## config.mk

```make
export PLATFORM = sky130hd
export DESIGN_NAME = a2d_scan_ctrl
export DESIGN_NICKNAME = d
export VERILOG_FILES = /design/src/rtl/a2d_scan_pkg.sv /design/src/rtl/a2d_scan_tmr.sv /design/src/rtl/a2d_scan_ctrl.sv
export SDC_FILE = /design/constraint.sdc
export NUM_CORES = 1
export LEC_CHECK = 0
export BUFFER_PORTS_ARGS = -buffer_cell sky130_fd_sc_hd__buf_2
export CAP_MARGIN = 20
export CORE_MARGIN = 2
export CORE_UTILIZATION = 55
export CTS_CLUSTER_DIAMETER = 60
export DETAILED_ROUTE_END_ITERATION = 7
export GPL_TIMING_DRIVEN = 0
export PLACE_DENSITY = 0.73
export SLEW_MARGIN = 10
export SYNTH_ARGS = -nofsm -noshare
export SYNTH_HDL_FRONTEND = slang
export SYNTH_SLANG_ARGS = --single-unit
```

## constraint.sdc

```tcl
create_clock -name clk -period 3.41 [get_ports clk]
set_input_delay 0 -clock clk [delete_from_list [all_inputs] [get_ports clk]]
set_output_delay 0 -clock clk [all_outputs]
set_load 0.02 [all_outputs]
```

## src/rtl/a2d_scan_pkg.sv

```systemverilog
// Shared types and widths for the A2D channel scan sequencer.
package a2d_scan_pkg;

  localparam int A2D_RES_W = 12;
  localparam int CHNL_W    = 3;
  localparam int MAX_CH    = 8;

  typedef enum logic [1:0] {
    IDLE  = 2'd0,
    START = 2'd1,
    WAIT  = 2'd2,
    NEXT  = 2'd3
  } state_t;

endpackage

```

## src/rtl/a2d_scan_tmr.sv

```systemverilog
// Free-running scan period timer; emits a one-cycle tick every SCAN_PERIOD clocks while enabled.
module a2d_scan_tmr #(
  parameter int SCAN_PERIOD = 2000
) (
  input  logic clk,
  input  logic rst_n,
  input  logic en,
  output logic tick
);

  localparam int CNT_W = (SCAN_PERIOD > 1) ? $clog2(SCAN_PERIOD) : 1;
  localparam logic [CNT_W-1:0] CNT_LAST = CNT_W'(SCAN_PERIOD - 1);

  logic [CNT_W-1:0] cnt_r;

  // period counter, parked at zero while scanning is disabled
  always_ff @(posedge clk or negedge rst_n) begin
    if (!rst_n) begin
      cnt_r <= '0;
    end else if (!en || (cnt_r == CNT_LAST)) begin
      cnt_r <= '0;
    end else begin
      cnt_r <= cnt_r + CNT_W'(1);
    end
  end

  // gated with en so dropping en suppresses a tick due in the same cycle
  assign tick = en && (cnt_r == CNT_LAST);

endmodule

```

## src/rtl/a2d_scan_ctrl.sv

```systemverilog
// Channel scan sequencer driving the SPI A2D strt_cnv/chnnl handshake, with per-channel
// averaging, a result register file, converter timeout and scan overrun detection.
module a2d_scan_ctrl
  import a2d_scan_pkg::*;
#(
  parameter int NUM_CH      = 4,
  parameter int AVG_LOG2    = 2,
  parameter int SCAN_PERIOD = 2000,
  parameter int TIMEOUT     = 1024
) (
  input  logic                 clk,
  input  logic                 rst_n,
  input  logic                 en,
  input  logic                 clr_flags,
  output logic                 strt_cnv,
  output logic [CHNL_W-1:0]    chnnl,
  input  logic                 cnv_cmplt,
  input  logic [A2D_RES_W-1:0] res,
  output logic [A2D_RES_W-1:0] rslt,
  output logic [CHNL_W-1:0]    rslt_ch,
  output logic                 rslt_vld,
  output logic                 scan_done,
  output logic                 busy,
  output logic                 ovr,
  output logic                 err,
  input  logic [CHNL_W-1:0]    rd_ch,
  output logic [A2D_RES_W-1:0] rd_data
);

  localparam int ACC_W  = A2D_RES_W + AVG_LOG2;
  localparam int SAMP_W = AVG_LOG2 + 1;
  localparam int TMO_W  = $clog2(TIMEOUT) + 1;
  localparam logic [SAMP_W-1:0] SAMP_LAST = SAMP_W'((1 << AVG_LOG2) - 1);
  localparam logic [CHNL_W-1:0] CH_LAST   = CHNL_W'(NUM_CH - 1);
  localparam logic [TMO_W-1:0]  TMO_LAST  = TMO_W'(TIMEOUT - 1);

  state_t               state_r, state_nxt_s;
  logic                 tick_s, cmplt_q_r, cmplt_edge_s, done_ch_s, tmo_hit_s;
  logic [ACC_W-1:0]     acc_r, acc_nxt_s, sum_s;
  logic [SAMP_W-1:0]    samp_r, samp_nxt_s;
  logic [CHNL_W-1:0]    ch_r, ch_nxt_s;
  logic [TMO_W-1:0]     tmo_r, tmo_nxt_s;
  logic [A2D_RES_W-1:0] mem_r [MAX_CH];

  a2d_scan_tmr #(.SCAN_PERIOD(SCAN_PERIOD)) u_tmr (
    .clk  (clk),
    .rst_n(rst_n),
    .en   (en),
    .tick (tick_s)
  );

  // only a fresh low-to-high transition counts, never a level left over from the last conversion
  assign cmplt_edge_s = cnv_cmplt & ~cmplt_q_r;
  assign sum_s        = acc_r + ACC_W'(res);

  // next-state and datapath update decisions
  always_comb begin
    state_nxt_s = state_r;
    acc_nxt_s   = acc_r;
    samp_nxt_s  = samp_r;
    ch_nxt_s    = ch_r;
    tmo_nxt_s   = tmo_r;
    done_ch_s   = 1'b0;
    tmo_hit_s   = 1'b0;
    case (state_r)
      IDLE: begin
        if (tick_s) begin
          state_nxt_s = START;
          ch_nxt_s    = '0;
          samp_nxt_s  = '0;
          acc_nxt_s   = '0;
        end else begin
          state_nxt_s = IDLE;
        end
      end
      START: begin
        tmo_nxt_s   = '0;
        state_nxt_s = WAIT;
      end
      WAIT: begin
        if (cmplt_edge_s) begin
          if (samp_r < SAMP_LAST) begin
            acc_nxt_s   = sum_s;
            samp_nxt_s  = samp_r + SAMP_W'(1);
            state_nxt_s = START;
          end else begin
            done_ch_s   = 1'b1;
            acc_nxt_s   = '0;
            samp_nxt_s  = '0;
            state_nxt_s = NEXT;
          end
        end else if (tmo_r == TMO_LAST) begin
          tmo_hit_s   = 1'b1;
          acc_nxt_s   = '0;
          samp_nxt_s  = '0;
          ch_nxt_s    = '0;
          state_nxt_s = IDLE;
        end else begin
          tmo_nxt_s = tmo_r + TMO_W'(1);
        end
      end
      NEXT: begin
        if (ch_r == CH_LAST) begin
          ch_nxt_s    = '0;
          state_nxt_s = IDLE;
        end else begin
          ch_nxt_s    = ch_r + CHNL_W'(1);
          state_nxt_s = START;
        end
      end
      default: begin
        state_nxt_s = IDLE;
      end
    endcase
  end

  // FSM state and sequencing registers
  always_ff @(posedge clk or negedge rst_n) begin
    if (!rst_n) begin
      state_r   <= IDLE;
      acc_r     <= '0;
      samp_r    <= '0;
      ch_r      <= '0;
      tmo_r     <= '0;
      cmplt_q_r <= 1'b0;
    end else begin
      state_r   <= state_nxt_s;
      acc_r     <= acc_nxt_s;
      samp_r    <= samp_nxt_s;
      ch_r      <= ch_nxt_s;
      tmo_r     <= tmo_nxt_s;
      cmplt_q_r <= cnv_cmplt;
    end
  end

  // averaged result capture into the output register and the per-channel file
  always_ff @(posedge clk or negedge rst_n) begin
    if (!rst_n) begin
      rslt     <= '0;
      rslt_ch  <= '0;
      rslt_vld <= 1'b0;
      for (int i = 0; i < MAX_CH; i++) begin
        mem_r[i] <= '0;
      end
    end else begin
      rslt_vld <= done_ch_s;
      if (done_ch_s) begin
        rslt         <= sum_s[ACC_W-1:AVG_LOG2];
        rslt_ch      <= ch_r;
        mem_r[ch_r]  <= sum_s[ACC_W-1:AVG_LOG2];
      end
    end
  end

  // sticky flags; a set in the same cycle as clr_flags wins
  always_ff @(posedge clk or negedge rst_n) begin
    if (!rst_n) begin
      ovr <= 1'b0;
      err <= 1'b0;
    end else begin
      ovr <= (tick_s && (state_r != IDLE)) ? 1'b1 : (clr_flags ? 1'b0 : ovr);
      err <= tmo_hit_s ? 1'b1 : (clr_flags ? 1'b0 : err);
    end
  end

  assign strt_cnv  = (state_r == START);
  assign busy      = (state_r != IDLE);
  assign scan_done = (state_r == NEXT) && (ch_r == CH_LAST);
  assign chnnl     = ch_r;
  assign rd_data   = (int'(rd_ch) < NUM_CH) ? mem_r[rd_ch] : '0;

endmodule

```

==> flow_summary.json <==
{
  "outcome": "completed",
  "mappedNetlistArea_sq_mm": 0.00559,
  "fin_crit_sh_pct": 79.5,
  "design_area_sq_mm": 0.00630,
  "critPathKind": "flip-flop to flip-flop",
  "antenna_found_initial": 0,
  "fin_crit_ns": 2.71,
  "drv_cap": 0,
  "total_power_mw": 3.51,
  "grt_pass1_wl_mm": 18.9,
  "synth_warnings": 0,
  "synth_top_area_share_pct": 49.7,
  "synth_top_cell_by_area": "dfrtp_1",
  "cts_root_buf": "clkbuf_8",
  "power_density_mw_per_mm2": 557,
  "slew_viol_final": 0,
  "die_w_um": 105,
  "placed_area_sq_mm": 0.00607,
  "avgRoutedWirePerCell_um": 16.1,
  "finalSetupViolCount": 0,
  "die_height_um": 105,
  "io_buffers": 55,
  "antenna_left": 0,
  "tns_ns": 0,
  "worst_pin_slew_ns": 0.728,
  "avgSynthCellArea_sq_um": 11.5,
  "core_area_sq_mm": 0.00982,
  "yosys-top-cells-area": "dfrtp_1 (50%), mux2_2 (8.7%), mux4_2 (4.8%)",
  "switching_share_pct": 38.7,
  "end_kind": "flip-flop",
  "cts_tree": "built",
  "cts_sinks": 111,
  "clkLatencyLatePin_ns": 0.37,
  "grt_usage_pct": 21.5,
  "leakage_nw": 3.14,
  "clockBufferDepth": 2,
  "synth_edf_count": 0,
  "relSlewSlack_pct": 51.3,
  "critPathArrivalTime_ns": 3.01,
  "rsz0062_at_grt": "no",
  "hold_path_class": "primary input to flip-flop",
  "fill_cells": 815,
  "synth_cell_types": 59,
  "synth_ff_type": "dfrtp_1",
  "ioPinCount": 56,
  "clock_skew_ns": 0.0189,
  "critical_path_required_ns": 3.71,
  "fin_nets": 599,
  "drt-initial-drc-count": 187,
  "ys_seq_area_share_pct": 49.7,
  "fmax_mhz": 369,
  "start_kind": "flip-flop",
  "antennaDiodeCount": 0,
  "finalHoldViolations": 0,
  "numCtsBuffers": 9,
  "clk_pin_slew_ns": 0.10,
  "via_count": 3914,
  "area_growth_pct": 12.6,
  "gp_congestion": 0.865,
  "pwr-share-seq_pct": 43.2,
  "cts_max_level": 3,
  "syn_nets": 527,
  "ir_drop_mv": 0.323,
  "synth_cells": 486,
  "start_util_pct": 57.0,
  "cp_max_fo": 6,
  "hpwl_mm": 8.07,
  "pwr-share-clk_pct": 20.9,
  "grt.overflow.total": 0,
  "dieArea_sq_mm": 0.0110,
  "multi_input_area_sq_mm": 0.00263,
  "synthArstFlopShare_pct": 100,
  "vias_per_cell": 5.63,
  "route.detailed.drc": 0,
  "grt_pass1_vias": 3919,
  "drive_gt1_share_pct": 27.6,
  "switching_power_mw": 1.36,
  "p_int_mw": 2.15,
  "rows": 36,
  "grt_start_max_net_pins": 77,
  "routed_wl_mm": 11.2,
  "ys_seq_elements": 111,
  "firstDrtPassIters": 4,
  "combPwrFrac_pct": 35.9,
  "post_cts_buffers": 0,
  "regArea_sq_mm": 0.00278
}
-- cell usage after synthesis, drive strengths merged, types with 2 or more instances --
master,count
nor2,36
nand3,7
nor2b,14
nand2b,5
a21o,4
a22o,12
o21ai,33
nor3b,2
xnor2,10
ha,20
clkbuf,6
nor4,3
mux2i,3
or3,4
nor3,4
buf,13
mux4,12
dfrtp,111
a32o,2
nand2,54
nand3b,2
mux2,43
and2,2
o21a,4
a21oi,20
or2,2
nand4,6
and3,7
xor2,12
inv,14
a31oi,4
a211oi,3
-- cell usage in the layout, fill, tap and decap left out, drive strengths merged, types with 2 or more instances in the layout --
cell type	synthesis	final
and2	2	2
nand3b	2	2
dfrtp	111	111
xnor2	10	10
or2	2	2
o21ai	33	33
nand3	7	7
a32o	2	2
buf	13	69
a211oi	3	3
a31oi	4	4
dlygate4sd3	0	5
nor2	36	36
nand4	6	6
o21a	4	4
nand2b	5	5
a22o	12	12
clkinv	0	3
nand2	54	54
mux2i	3	3
nor2b	14	14
clkbuf	6	15
inv	14	16
nor4	3	3
nor3b	2	2
mux4	12	12
nor3	4	4
and3	7	7
ha	20	20
a21o	4	4
xor2	12	12
a21oi	20	20
or3	4	4
mux2	43	43
-- per-layer routing --
layer	track usage, %	share of wire [%]
met1	28.3	43
met2	35.9	51
met3	3.81	3.9
met4	7.43	1.5
met5	0	0
-- power by group through the flow --
stage | sequential [mW] | clock (mW) | combinational, mW
floorplan | 1.53 | 0 | 0.897
global placement | 1.54 | 0 | 1.20
detailed placement | 1.54 | 0 | 1.25
CTS | 1.52 | 0.764 | 1.26
global route | 1.53 | 0.816 | 1.40
finish | 1.52 | 0.734 | 1.26
-- registers in the layout (all words and copies together) (netlist names), 2 cells and up --
signal and flops:
u_tmr.cnt_r 11, state_r 2, rslt_ch 3, tmo_r 11, acc_r 14, rslt 12, samp_r 3, chnnl 3
mem_r 48
-- through the flow --
step / setup slack [ns] / instances / util [%] / hold slack [ns]
finish: 0.700 / 695 / 64.1 / 0.0752
global route: 0.625 / 695 / 64.1 / 0.0931
CTS: 0.755 / 695 / 64.1 / 0.0656
detailed placement: 0.794 / 675 / 61.8 / -0.0827
global placement: 0.840 / 674 / 61.5 / 0.143
floorplan: 1.10 / 486 / - / -0.296
-- worst paths after layout --
check                                         startpoint                  endpoint  slack [ns]  cells after the start
min in group asynchronous                          rst_n     mem_r[92]$_DFFE_PN0P_        0.09                      2
max in group asynchronous                          rst_n     samp_r[0]$_DFFE_PN0P_        2.63                      3
worst min register to register  u_tmr.cnt_r[0]$_DFF_PN0_  u_tmr.cnt_r[0]$_DFF_PN0_        0.46                      1
worst max register to register      acc_r[0]$_DFFE_PN0P_     mem_r[66]$_DFFE_PN0P_        0.70                      7
worst max-delay path                acc_r[0]$_DFFE_PN0P_     mem_r[66]$_DFFE_PN0P_        0.70                      7
worst min-delay path                              res[1]      acc_r[1]$_DFFE_PN0P_        0.08                      3
-- critical path, cell delays in order (launching register included) --
cell	delay [ns]
dfrtp_1	0.39
ha_1	0.22
fa_1	0.45
a211oi_2	0.29
o21ai_0	0.17
a41o_1	0.29
xor2_1	0.56
mux2_2	0.27
-- logic make-up (layout without fill, tap and decap cells) --
family	count (synthesis)	after routing	share of synthesized area, %
buf+inv	33	109	3.24
simple gates	151	151	13.8
xor+xnor	22	22	3.58
mux	58	58	14.0
compound gates	90	90	10.9
flops	111	111	49.7
fa+ha+maj	21	21	4.83
-- what timing repair did --
item                                   in CTS  in global routing
hold buffers                                5                  0
resized for setup                           0                  0
endpoints found under the hold margin     116                  0
-- layout make-up --
cell class	count	share of cell area [%]
Buffer	19	2.05
Clock buffer	9	1.97
Clock inverter	6	0.894
Inverter	14	0.834
Multi-Input combinational cell	342	41.8
Sequential cell	111	44.1
Tap cell	133	2.64
Timing Repair Buffer	61	5.70
No activity file was read; power rests on OpenSTA's default activity.
